**src/rtl/countdown_timer.sv**
```systemverilog
// Loadable, prescaled down-counter with start/stop/done handshake and optional
// auto-reload for periodic ticks.
module countdown_timer #(
  parameter int unsigned N = 16,
  parameter int unsigned P = 8
) (
  input  logic         clk,
  input  logic         reset_n,
  input  logic         load,
  input  logic [N-1:0] load_value,
  input  logic [P-1:0] prescale,
  input  logic         auto_reload,
  input  logic         start,
  input  logic         stop,
  output logic [N-1:0] count,
  output logic         busy,
  output logic         done
);

  typedef enum logic [0:0] {StIdle, StRun} state_e;

  state_e       state_q, state_d;
  logic [N-1:0] count_q, count_d;
  logic [N-1:0] reload_q, reload_d;
  logic [P-1:0] presc_q, presc_d;
  logic         busy_q, busy_d;
  logic         done_q, done_d;
  logic         step;

  // >= rather than == so a live shrink of prescale steps next cycle instead of wrapping
  assign step = (state_q == StRun) && (presc_q >= prescale);

  always_comb begin
    state_d  = state_q;
    count_d  = count_q;
    reload_d = reload_q;
    presc_d  = presc_q;
    done_d   = 1'b0;

    if (load) begin
      count_d  = load_value;
      reload_d = load_value;
      presc_d  = '0;
      if ((state_q == StRun) && (load_value == '0)) begin
        state_d = StIdle;
      end
    end else if (stop) begin
      if (state_q == StRun) begin
        state_d = StIdle;
      end
    end else if (start && (state_q == StIdle) && (count_q != '0)) begin
      state_d = StRun;
      presc_d = '0;
    end else if (state_q == StRun) begin
      if (step) begin
        presc_d = '0;
        if (count_q > N'(1)) begin
          count_d = count_q - N'(1);
        end else begin
          // Terminal step: count never shows 0 while auto-reloading
          done_d = 1'b1;
          if (auto_reload && (reload_q != '0)) begin
            count_d = reload_q;
          end else begin
            count_d = '0;
            state_d = StIdle;
          end
        end
      end else begin
        presc_d = presc_q + P'(1);
      end
    end

    busy_d = (state_d == StRun);
  end

  always_ff @(posedge clk or negedge reset_n) begin
    if (!reset_n) begin
      state_q  <= StIdle;
      count_q  <= '0;
      reload_q <= '0;
      presc_q  <= '0;
      busy_q   <= 1'b0;
      done_q   <= 1'b0;
    end else begin
      state_q  <= state_d;
      count_q  <= count_d;
      reload_q <= reload_d;
      presc_q  <= presc_d;
      busy_q   <= busy_d;
      done_q   <= done_d;
    end
  end

  assign count = count_q;
  assign busy  = busy_q;
  assign done  = done_q;

endmodule

```
**config.mk**
```make
export PLATFORM = sky130hd
export DESIGN_NAME = countdown_timer
export DESIGN_NICKNAME = d
export VERILOG_FILES = /design/src/rtl/countdown_timer.sv
export SDC_FILE = /design/constraint.sdc
export NUM_CORES = 1
export LEC_CHECK = 0
export BUFFER_PORTS_ARGS = -buffer_cell sky130_fd_sc_hd__buf_2
export CORE_AREA = 2 2 70 78
export DETAILED_ROUTE_END_ITERATION = 8
export DIE_AREA = 0 0 72 80
export GPL_ROUTABILITY_DRIVEN = 0
export PLACE_DENSITY = 0.77
export SYNTH_ARGS = -nofsm -noshare
export SYNTH_HDL_FRONTEND = slang
export SYNTH_SLANG_ARGS = --single-unit
```
**constraint.sdc**
```tcl
create_clock -name clk -period 2.9 [get_ports clk]
set_input_delay 0.435 -clock clk [delete_from_list [all_inputs] [get_ports clk]]
set_output_delay 0.435 -clock clk [all_outputs]
set_load 0.05 [all_outputs]
```
### Word-level counts from Yosys, hierarchy flattened

Index checks and enable logic that the tools add are counted.
W data, S select, Z words.

* memory bits (read-only): 0
* memory bits (writable): 0
* memories kept: 0
* input port bits: 30
* output and inout bits: 18
* bits in latches: 0
* flip-flop bits (word level): 42

* multiply operators: 0
* magnitude comparators: 2
* reductions and logical operators: 13
* add/subtract/negate cells: 2
* div/mod/pow operators: 0
* equal/unequal tests: 3
* bitwise logic cells: 1
* muxes and demuxes: 26
* shift-type cells: 0

Operators with widths (count)
* $mux W16: 7
* $mux W8: 5
* $reduce_bool A16 Y1: 2
* $gt A16 B1 Y1 const B: 1
* $logic_not A16 Y1: 1
* $sub A16 B1 Y16 const B: 1
* $mux W1: 14
* $add A8 B1 Y8 const B: 1
* $ge A8 B8 Y1: 1
* $logic_and A1 B1 Y1: 5
* $ne A2 B2 Y1 const B: 2
* $reduce_and A4 Y1: 1
* $reduce_bool A2 Y1: 2
* $reduce_bool A3 Y1: 1
* $ne A2 B1 Y1 const B: 1
* $reduce_and A2 Y1: 1
* $not A1 Y1: 1

### Longest topological paths before layout

Gate-level depths: netlist of run 1.

* depth in word-level cells: 9
* mapped depth: 10
* gate-level depth less buffers: 8

### Worst setup path before layout of run 1

Ideal clock, no wire load.

* path kind: reg-to-reg
* from: register count_q[4], in the netlist count[4]
* to: register count_q[14], in the netlist count[14]
* path buffers: 3
* clock period less this slack: 2.864 ns
* arrival time: 2.768 ns
* path slack: 0.036 ns
* setup time: 0.095 ns
* stages on the path, launching flop included: 10
* cells stage by stage: dfrtp_1 > buf_6 > or4_4 > buf_6 > or3_4 > buf_6 > or4_1 > a21oi_1 > a311oi_1 > o31ai_1

* longest elaborated chain between the ends: 7
* elaborated cells between the ends (all ways): 12
* classes of those cells: add/sub: 1; order compare: 1; eq/ne: 1; mux: 6; reduce/logical: 3

RTL lines
* start: declaration: RTL line 23 `logic [N-1:0] count_q, count_d;`
* start signal: assignment: RTL line 87 `count_q <= count_d;`
* $sub A16 B1 Y16 or $gt A16 B1 Y1 (tied branches): RTL line 58, 57
* $mux W16: RTL line 57 `if (count_q > N'(1)) begin`
* $mux W16: RTL line 55 `if (step) begin`
* $mux W16: RTL line 54 `end else if (state_q == StRun) begin`
* $mux W16: RTL line 51 `end else if (start && (state_q == StIdle) && (count_q != '0)) begin`
* $mux W16: RTL line 47 `end else if (stop) begin`
* $mux W16: RTL line 40 `if (load) begin`

Parallel ways exist; a longest one is shown, timed or not. The select of a mux whose other input is x is not followed.
A chain may end at the register's enable or synchronous reset.

### Worst setup path after layout of run 1

* from: register count_q[13], in the netlist count[13]
* to: register count_q[15], in the netlist count[15]

The elaborated chain is that of the path after synthesis.

==> results of run 1 <==
-- layer usage --
layer	wire, µm	GRT usage [%]	part of all wire [%]	vias up
met1	2880	34.2	43	1220
li1	-	-	-	1206
met4	97	8.68	1.4	0
met2	3270	41.1	49	113
met5	0	0	0	-
met3	478	3.91	7.1	11
-- cell type report --
type | instances | area (µm²) | share of cell area (%)
multi-input cells | 226 | 1420 | 47.1
flip-flops and latches | 42 | 1050 | 34.9
repair buffers | 51 | 265 | 8.80
inverters | 25 | 93.8 | 3.11
clock buffers | 6 | 82.6 | 2.74
well taps | 58 | 72.6 | 2.41
clock inverters | 1 | 30.0 | 0.996
-- final timing paths --
path | startpoint | to | slack, ps | cells after the start
setup / recovery | count[13]$_DFFE_PN0P_ | count[15]$_DFFE_PN0P_ | 290 | 6
hold / removal | reset_n | reload_q[10]$_DFFE_PN0P_ | 270 | 1
setup reg to reg | count[13]$_DFFE_PN0P_ | count[15]$_DFFE_PN0P_ | 290 | 6
hold reg to reg | presc_q[2]$_DFFE_PN0P_ | presc_q[2]$_DFFE_PN0P_ | 530 | 1
max in group asynchronous | reset_n | reload_q[8]$_DFFE_PN0P_ | 2040 | 1
min in group clk | load_value[14] | count[14]$_DFFE_PN0P_ | 380 | 3
-- cell families after synthesis --
| logic type | count (synthesis) | synth area share [%] |
|---|---|---|
| AOI/OAI and AO/OA | 89 | 21.8 |
| xor gates and xnor gates | 5 | 1.65 |
| adders and majority gates | 11 | 5.19 |
| buffers and inverters | 43 | 7.17 |
| DFF | 42 | 39.6 |
| muxes | 8 | 3.26 |
| and+or+nand+nor | 113 | 21.3 |
-- through the flow --
step | power (mW) | setup WS (ps) | cells | cell area (µm²)
after global placement | 0.979 | 14.4 | 402 | 2890
after CTS | 1.46 | 242 | 409 | 3010
final | 1.45 | 289 | 409 | 3010
after detailed placement | 0.988 | -157 | 402 | 2890
after global routing | 1.53 | 156 | 409 | 3010
after floorplan | 0.887 | 36.1 | 311 | 2650
-- power breakdown --
part	switching (mW)	total [mW]	leakage, nW	internal [mW]
Clock	0.201	0.477	0.0573	0.276
Sequential	0.0611	0.689	0.523	0.628
Combinational	0.194	0.289	0.788	0.0949
-- cell usage after synthesis, types with 3 or more instances --
library cell   n  area share [%]
nor3_1        10             1.9
buf_2          5            0.94
o31ai_1       10             2.8
a21oi_1       22             4.2
a311oi_1       5             1.7
clkbuf_1      10             1.4
or4_1          4             1.1
nand2b_1       4            0.94
o21ai_0       22             4.2
nand3_1        6             1.1
nor2_1        26             3.7
ha_1          11             5.2
nor2b_1        4            0.94
a31oi_1        4            0.94
dfrtp_1       42              40
nor4_1        13             3.1
mux2i_1        3             1.1
buf_6          3             1.3
mux2_2         5             2.1
inv_1         25             3.5
xnor2_1        5             1.7
a22oi_1        6             1.7
a22o_1         4             1.3
nand2_1       33             4.7
-- worst max-delay path: cells and delay by family (launching register included) --
family | cells | cell delay [ps]
flip-flops | 1 | 450
AO/OA/AOI/OAI | 2 | 450
AND/OR/NAND/NOR | 4 | 1590
-- layout by cell type (no fill, tap or decap), types with 2 or more instances in the layout --
| master | count |
|---|---|
| o21ai_0 | 22 |
| or3_1 | 2 |
| or4_1 | 4 |
| buf_2 | 47 |
| nor4_1 | 13 |
| o21a_1 | 2 |
| a311oi_1 | 5 |
| buf_4 | 4 |
| ha_1 | 11 |
| nand2b_1 | 4 |
| mux2_2 | 5 |
| nor2_1 | 26 |
| a22oi_1 | 6 |
| a41oi_1 | 2 |
| nor2b_1 | 4 |
| a31oi_1 | 4 |
| a22o_1 | 4 |
| o31ai_1 | 10 |
| and3_1 | 2 |
| clkbuf_8 | 6 |
| nand2_1 | 33 |
| a21oi_1 | 22 |
| inv_1 | 25 |
| mux2i_1 | 3 |
| xnor2_1 | 5 |
| a2bb2oi_1 | 2 |
| nand3_1 | 6 |
| nor3_1 | 10 |
| dfrtp_1 | 42 |
-- registers in the layout (all words and copies together) (netlist names) --
name      count
busy          1
done          1
count        16
presc_q       8
reload_q     16
-- what timing repair did --
item                                    4_1_cts  5_1_grt
pin swaps                                     0        0
gates resized for setup                       1        1
endpoints found under the setup margin        3        1
==> run summary, run 1 <==
Buffers on Ports: 47
Data required, critical path: 3070 ps
Die Footprint: 5760 µm²
Final Setup Violations: 0
Initial DRC Count: 187
First-pass GRT wire length: 11,400 µm
Critical path's largest stage delay: 650 ps
Peak supply drop: 0.302 mV
Worst setup SP type: flip-flop
Cell area power density: 483 nW/µm²
Period utilization: 90.0%
Total GRT Usage: 25.3%
Post-route DRC: 0
Cell Area, Synth: 2650 µm²
Hold Vio Cnt, Final: 0
Rel. slew slack: 37.6%
Unrepaired setup endpoints after global routing: false
Async set-reset flop share out of synthesis: 100%
Ys Warns: 0
Fin nets: 392
Top FF cell, synth: dfrtp_1
TritonCTS Sinks: 42
Worst Max-Slew Pin Slew: 936 ps
Post-synthesis cell count: 311
Die height: 80 µm
# Post-CTS Setup Buffers: 0
Worst hold slack: 269 ps
Critical path cell sequence: or3_1 -> or4_1 -> nor2_4 -> nor2_1 -> a311oi_1 -> o31ai_1
Net Count, Synth: 352
Seq/Total Area, Yosys: 39.6%
GRT Residual Overflow: 0
Cts hold-fix bufs: 0
Reg clk slew, reported paths: 80 ps
WL/cell: 16.4 µm
Lkg Pwr: 1.37 nW
Mean post-synth cell area: 8.53 µm²
Maximum clock frequency: 0.383 GHz
Slowest cell on the critical path: or4_1
Initial antenna violation count: 0
Crit end category: flip-flop
Critical path class: flip-flop to flip-flop
CTS Buf Count: 5
Fin. max-slew vios: 0
Root buf cell: clkbuf_8
CTS Buffer Depth: 2
Ant diodes: 0
Vias in the first global route: 2,374
Status: finished clean
DIE WIDTH: 72 µm
Total Routed Length: 6720 µm
Skew final: 6.07 ps
Final core utilization: 60.7%
Critical-path maximum fanout: 18
TritonRoute pass-1 iters: 5
Final worst path period need: 2610 ps
CTS tree: yes
Layout cell share with drive strength beyond 1: 19.4%
EDFF count, synth: 0
Site Rows: 27
H-tree depth: 2
Largest net degree at the start of global routing: 43
Starting Density: 53.4%
Core box area: 4970 µm²
CP Data Arrival Time: 2780 ps
Max-Cap Viols: 0
Worst skew pair latency: 300 ps
Vias: 2,550
Worst hold path type: input pin to asynchronous set/reset pin
DP HPWL: 4900 µm
Num ports: 48
Seq cells post-synth: 42
Syn-to-layout area delta: 13.7%
Synth cell types: 48
Setup TNS: 0 ps
Final ANT Viol Nets: 0
Vias per cell: 6.23
Fillers: 455
Power figures use the tool's default switching activity.
==> run 2: changes to the inputs <==
- CORE_AREA: 2 2 70 78 -> 2 2 81 68
- DIE_AREA: 0 0 72 80 -> 0 0 83 70
- SETUP_SLACK_MARGIN: not set -> 0.3
==> run summary, run 2 (synthesis gave the netlist of run 1 again) <==
CTS Buffer Depth: 2 (unchanged)
Final worst path period need: 2520 ps (-95.1 ps)
Vias: 2,514 (-1.4%)
Post-Place Setup Slack: 343 ps (+499 ps)
CTS Buf Count: 5 (unchanged)
DIE WIDTH: 83 µm (+15%)
Unrepaired setup endpoints after global routing: false
DP HPWL: 4920 µm (+0.45%)
Syn-to-layout area delta: 15.4%
FF/Latch Area: 1050 µm² (+0.36%)
Worst hold path type: input pin to asynchronous set/reset pin
Ant diodes: 0 (unchanged)
Sequential share of power: 49.9% (+2.5 points)
Final Setup Violations: 0 (unchanged)
Starting Density: 51.6% (-1.8 points)
Rel. slew slack: 37.0% (-0.60 points)
Worst skew pair latency: 310 ps (about the same)
Buffers on Ports: 47 (unchanged)
Skew final: 10.7 ps (+4.60 ps)
Largest net degree at the start of global routing: 43 (unchanged)
Post-route DRC: 0 (unchanged)
Worst Max-Slew Pin Slew: 945 ps (+8.98 ps)
DP Area: 2930 µm² (+1.1%)
Initial antenna violation count: 0 (unchanged)
Die height: 70 µm (-13%)
Final ANT Viol Nets: 0 (unchanged)
Peak supply drop: 0.220 mV (-27%)
Sw frac: 33.6% (+2.2 points)
Total Routed Length: 6700 µm (-0.30%)
Lkg Pwr: 1.39 nW (+1.4%)
Fin. max-slew vios: 0 (unchanged)
Final core utilization: 59.6% (-1.1 points)
TritonCTS Sinks: 42 (unchanged)
Post-route cell area: 3060 µm² (+1.5%)
Combinational cell fraction of total power: 21.0% (+1.1 points)
CP Data Arrival Time: 2740 ps (-40 ps)
Vias in the first global route: 2,316 (-2.4%)
Most frequent cells in the layout: 47 x buf_2, 39 x dfrtp_1, 33 x nand2_1
Vias per cell: 5.94 (-4.7%)
Maximum clock frequency: 0.397 GHz (+3.8%)
First-pass GRT wire length: 11,200 µm (-2.4%)
Fin nets: 398 (+1.5%)
Initial DRC Count: 199 (+6.4%)
Critical-path maximum fanout: 11 (-7)
Reg clk slew, reported paths: 90 ps (about the same)
Clock share of power: 29.1% (-3.7 points)
TritonRoute pass-1 iters: 4 (-1)
Layout cell share with drive strength beyond 1: 21.2% (+1.9 points)
Setup TNS: 0 ps (unchanged)
Total GRT Usage: 23.8% (-1.4 points)
Area of the multi-input gates: 1420 µm² (-0.18%)
H-tree depth: 2 (unchanged)
Switching pwr: 0.464 mW (+1.6%)
Max-Cap Viols: 0 (unchanged)
Worst Slack Setup Final: 384 ps (+95.1 ps)
Cell area power density: 451 nW/µm² (-6.6%)
Site Rows: 24 (-11%)
Num ports: 48 (unchanged)
Core box area: 5130 µm² (+3.4%)
Hold Vio Cnt, Final: 0 (unchanged)
Root buf cell: clkbuf_8
Commonest non-fill, non-tap cell in the layout: buf_2
CTS tree: yes
Status: finished clean
Crit end category: flip-flop
Worst setup SP type: flip-flop
Fillers: 436 (-4.2%)
Period utilization: 86.8% (-3.3 points)
WL/cell: 15.8 µm (-3.6%)
Critical path class: flip-flop to flip-flop
Die Footprint: 5810 µm² (+0.87%)
Data required, critical path: 3130 ps (+60 ps)
GRT Residual Overflow: 0 (unchanged)
Internal cell power: 0.916 mW (-8.2%)
run 2: final cells by class:
| type | instances | share of cell area (%) |
|---|---|---|
| sequential | 42 | 34.5 |
| multi-input combinational | 226 | 46.3 |
| tap | 65 | 2.66 |
| inverter | 25 | 3.07 |
| clock inverter | 1 | 0.164 |
| timing repair buffer | 57 | 10.5 |
| clock buffer | 7 | 2.82 |
run 2: power groups by stage:
| stage | Clock [mW] | Sequential [mW] | Combinational [mW] |
|---|---|---|---|
| after floorplan | 0 | 0.754 | 0.134 |
| after global placement | 0 | 0.696 | 0.282 |
| after detailed placement | 0 | 0.698 | 0.289 |
| after CTS | 0.407 | 0.686 | 0.289 |
| after global routing | 0.435 | 0.697 | 0.318 |
| final | 0.401 | 0.689 | 0.289 |
run 2: per-stage QoR:
step | hold slack [ps] | power, mW | std cells
after floorplan | 139 | 0.888 | 311
after global placement | 523 | 0.979 | 410
after detailed placement | 528 | 0.987 | 410
after CTS | 309 | 1.38 | 418
after global routing | 345 | 1.45 | 423
final | 264 | 1.38 | 423
run 2: metal layers:
| metal | GRT usage, % | part of all wire (%) | vias to the layer above |
|---|---|---|---|
| li1 | - | - | 1226 |
| met1 | 34.2 | 45 | 1162 |
| met2 | 35.8 | 45 | 110 |
| met3 | 5.67 | 7.5 | 16 |
| met4 | 7.47 | 2.1 | 0 |
| met5 | 0 | 0 | - |
run 2: worst paths after layout:
path                                              from                      end  slack (ps)  depth (start not counted)
worst max-delay path             count[13]$_DFFE_PN0P_     count[3]$_DFFE_PN0P_         380                          7
min in group clk                        load_value[12]    count[12]$_DFFE_PN0P_         370                          3
worst min register to register  presc_q[2]$_DFFE_PN0P_   presc_q[2]$_DFFE_PN0P_         540                          1
worst max register to register   count[13]$_DFFE_PN0P_     count[3]$_DFFE_PN0P_         380                          7
worst min-delay path                           reset_n  reload_q[1]$_DFFE_PN0P_         260                          1
max in group asynchronous                      reset_n     count[6]$_DFFE_PN0P_        2000                          1
run 2: timing repair:
action	CTS	global route
buffers inserted	0	5
gates resized for setup	0	2
endpoints found under the setup margin	0	7
hold buffers	0	0
run 2: worst max-delay path, stage by stage (launching register included):
cell and delay, ps:
dfrtp_1 450, or3_1 460, or4_1 650, nor2_4 320
buf_4 170, and3_1 140, o21ai_0 80, a21oi_1 160
==> run 3: changes to the inputs <==
- clock period: 2.9 -> 2.6 ns (I/O delays scaled with it)
==> run summary, run 3 (synthesis gave the netlist of run 1 again) <==
TritonCTS Sinks: 42 (unchanged)
Fin nets: 426 (+7.0%)
Vias in the first global route: 2,481 (+7.1%)
WL/cell: 18.4 µm (+16%)
Post-route DRC: 0 (unchanged)
Skew final: 5.58 ps (-5.09 ps)
Total Routed Length: 8280 µm (+24%)
FF-to-FF path depth: 5 (-2)
Reg2reg start: count[10]$_DFFE_PN0P_
Final Setup Violations: 0 (unchanged)
Period utilization: 89.8% (+3.0 points)
Vias: 2,839 (+13%)
Initial antenna violation count: 0 (unchanged)
Status: finished clean
CTS Buf Count: 5 (unchanged)
Root buf cell: clkbuf_8
DIE WIDTH: 83 µm (unchanged)
Non-Filler Instances: 451 (+6.6%)
Die height: 70 µm (unchanged)
Data required, critical path: 2850 ps (-280 ps)
DP HPWL: 5200 µm (+5.8%)
CP Data Arrival Time: 2580 ps (-160 ps)
Cell area power density: 476 nW/µm² (+5.5%)
H-tree depth: 2 (unchanged)
Total GRT Usage: 26.2% (+2.4 points)
Worst Max-Slew Pin Slew: 966 ps (+20.4 ps)
Hold Vio Cnt, Final: 0 (unchanged)
Core box area: 5130 µm² (unchanged)
Inst Count DP: 420 (+2.4%)
Syn-to-layout area delta: 29.0%
Num ports: 48 (unchanged)
Vias per cell: 6.29 (+5.9%)
CTS Buffer Depth: 2 (unchanged)
Most frequent cells in the layout: 47 x buf_2, 34 x buf_4, 31 x nand2_1, 31 x dfrtp_1, 25 x nor2_1
Largest net degree at the start of global routing: 43 (unchanged)
Critical-path maximum fanout: 5 (-6)
GRT Residual Overflow: 0 (unchanged)
Worst hold path type: input pin to asynchronous set/reset pin
Buffers on Ports: 47 (unchanged)
TritonRoute pass-1 iters: 6 (+2)
Peak supply drop: 0.297 mV (+35%)
Fillers: 432 (-0.92%)
First-pass GRT wire length: 12,300 µm (+10%)
Max-Cap Viols: 0 (unchanged)
Site Rows: 24 (unchanged)
Worst skew pair latency: 310 ps (about the same)
Cts hold-fix bufs: 0 (unchanged)
Setup TNS: 0 ps (unchanged)
Fin. max-slew vios: 0 (unchanged)
Die Footprint: 5810 µm² (unchanged)
Final ANT Viol Nets: 0 (unchanged)
Lkg Pwr: 1.59 nW (+15%)
Maximum clock frequency: 0.429 GHz (+7.8%)
Layout cell share with drive strength beyond 1: 33.7% (+12 points)
Reg clk slew, reported paths: 80 ps (about the same)
Crit end category: flip-flop
Ant diodes: 0 (unchanged)
Setup crit start: count[10]$_DFFE_PN0P_
Critical path class: flip-flop to flip-flop
Worst setup SP type: flip-flop
Starting Density: 51.6% (unchanged)
Initial DRC Count: 283 (+42%)
Unrepaired setup endpoints after global routing: true
CTS tree: yes
Rel. slew slack: 35.6% (-1.4 points)
Final worst path period need: 2330 ps (-183 ps)
Commonest non-fill, non-tap cell in the layout: buf_2
==> run 3: cell types whose count changed in the layout (fill, tap and decap cells not counted), sizes merged <==
cell	previous run	this run
clkbuf	7	8
buf	57	84
==> run 3: timing repair <==
action,4_1_cts,5_1_grt
buffers inserted,8,14
gates resized for setup,7,19
pin swaps,3,8
cloned,0,1
endpoints found under the setup margin,18,24
==> run 3: cell type report <==
cell class | instances | area [µm²] | area share (%)
Clock buffer | 7 | 86.3 | 2.52
Clock inverter | 1 | 5.00 | 0.146
Inverter | 25 | 93.8 | 2.74
Multi-Input combinational cell | 226 | 1530 | 44.8
Sequential cell | 42 | 1060 | 31.1
Tap cell | 65 | 81.3 | 2.38
Timing Repair Buffer | 85 | 558 | 16.3
==> run 3: final timing paths <==
kind / endpoint / slack [ps]
min in group clk: reload_q[6]$_DFFE_PN0P_ / 340
max in group asynchronous: count[7]$_DFFE_PN0P_ / 1710
min reg2reg: reload_q[0]$_DFFE_PN0P_ / 550
max reg2reg: presc_q[7]$_DFFE_PN0P_ / 270
min: reload_q[11]$_DFFE_PN0P_ / 230
max: presc_q[7]$_DFFE_PN0P_ / 270
==> run 3: stage by stage <==
stage	total power [mW]	hold slack (ps)	utilization [%]	worst slack [ps]	area, µm²
final	1.63	232	66.6	266	3420
after global routing	1.69	313	66.6	187	3420
after CTS	1.57	266	62.1	290	3190
after detailed placement	1.12	521	58.7	152	3020
after global placement	1.11	521	58.7	231	3020
after floorplan	0.994	94.4	-	97.1	2670
==> run 3: where the power goes <==
| part | switching (mW) | internal, mW |
|---|---|---|
| registers | 0.0595 | 0.703 |
| clock network | 0.243 | 0.215 |
| logic | 0.258 | 0.149 |
| total | 0.560 | 1.07 |
==> run 3: worst max-delay path, cell delays in order, from the launching register on <==
cell and delay [ps]:
dfrtp_2 440, or4_4 550, or3_4 430, buf_4 160, o311ai_0 490, a22o_1 210
==> run 3: per-layer routing <==
| layer | global-route usage (%) | part of all wire, % | vias up |
|---|---|---|---|
| li1 | - | - | 1275 |
| met1 | 38.7 | 41 | 1341 |
| met2 | 39.0 | 46 | 189 |
| met3 | 5.91 | 10 | 34 |
| met4 | 7.29 | 2.6 | 0 |
| met5 | 0 | 0 | - |
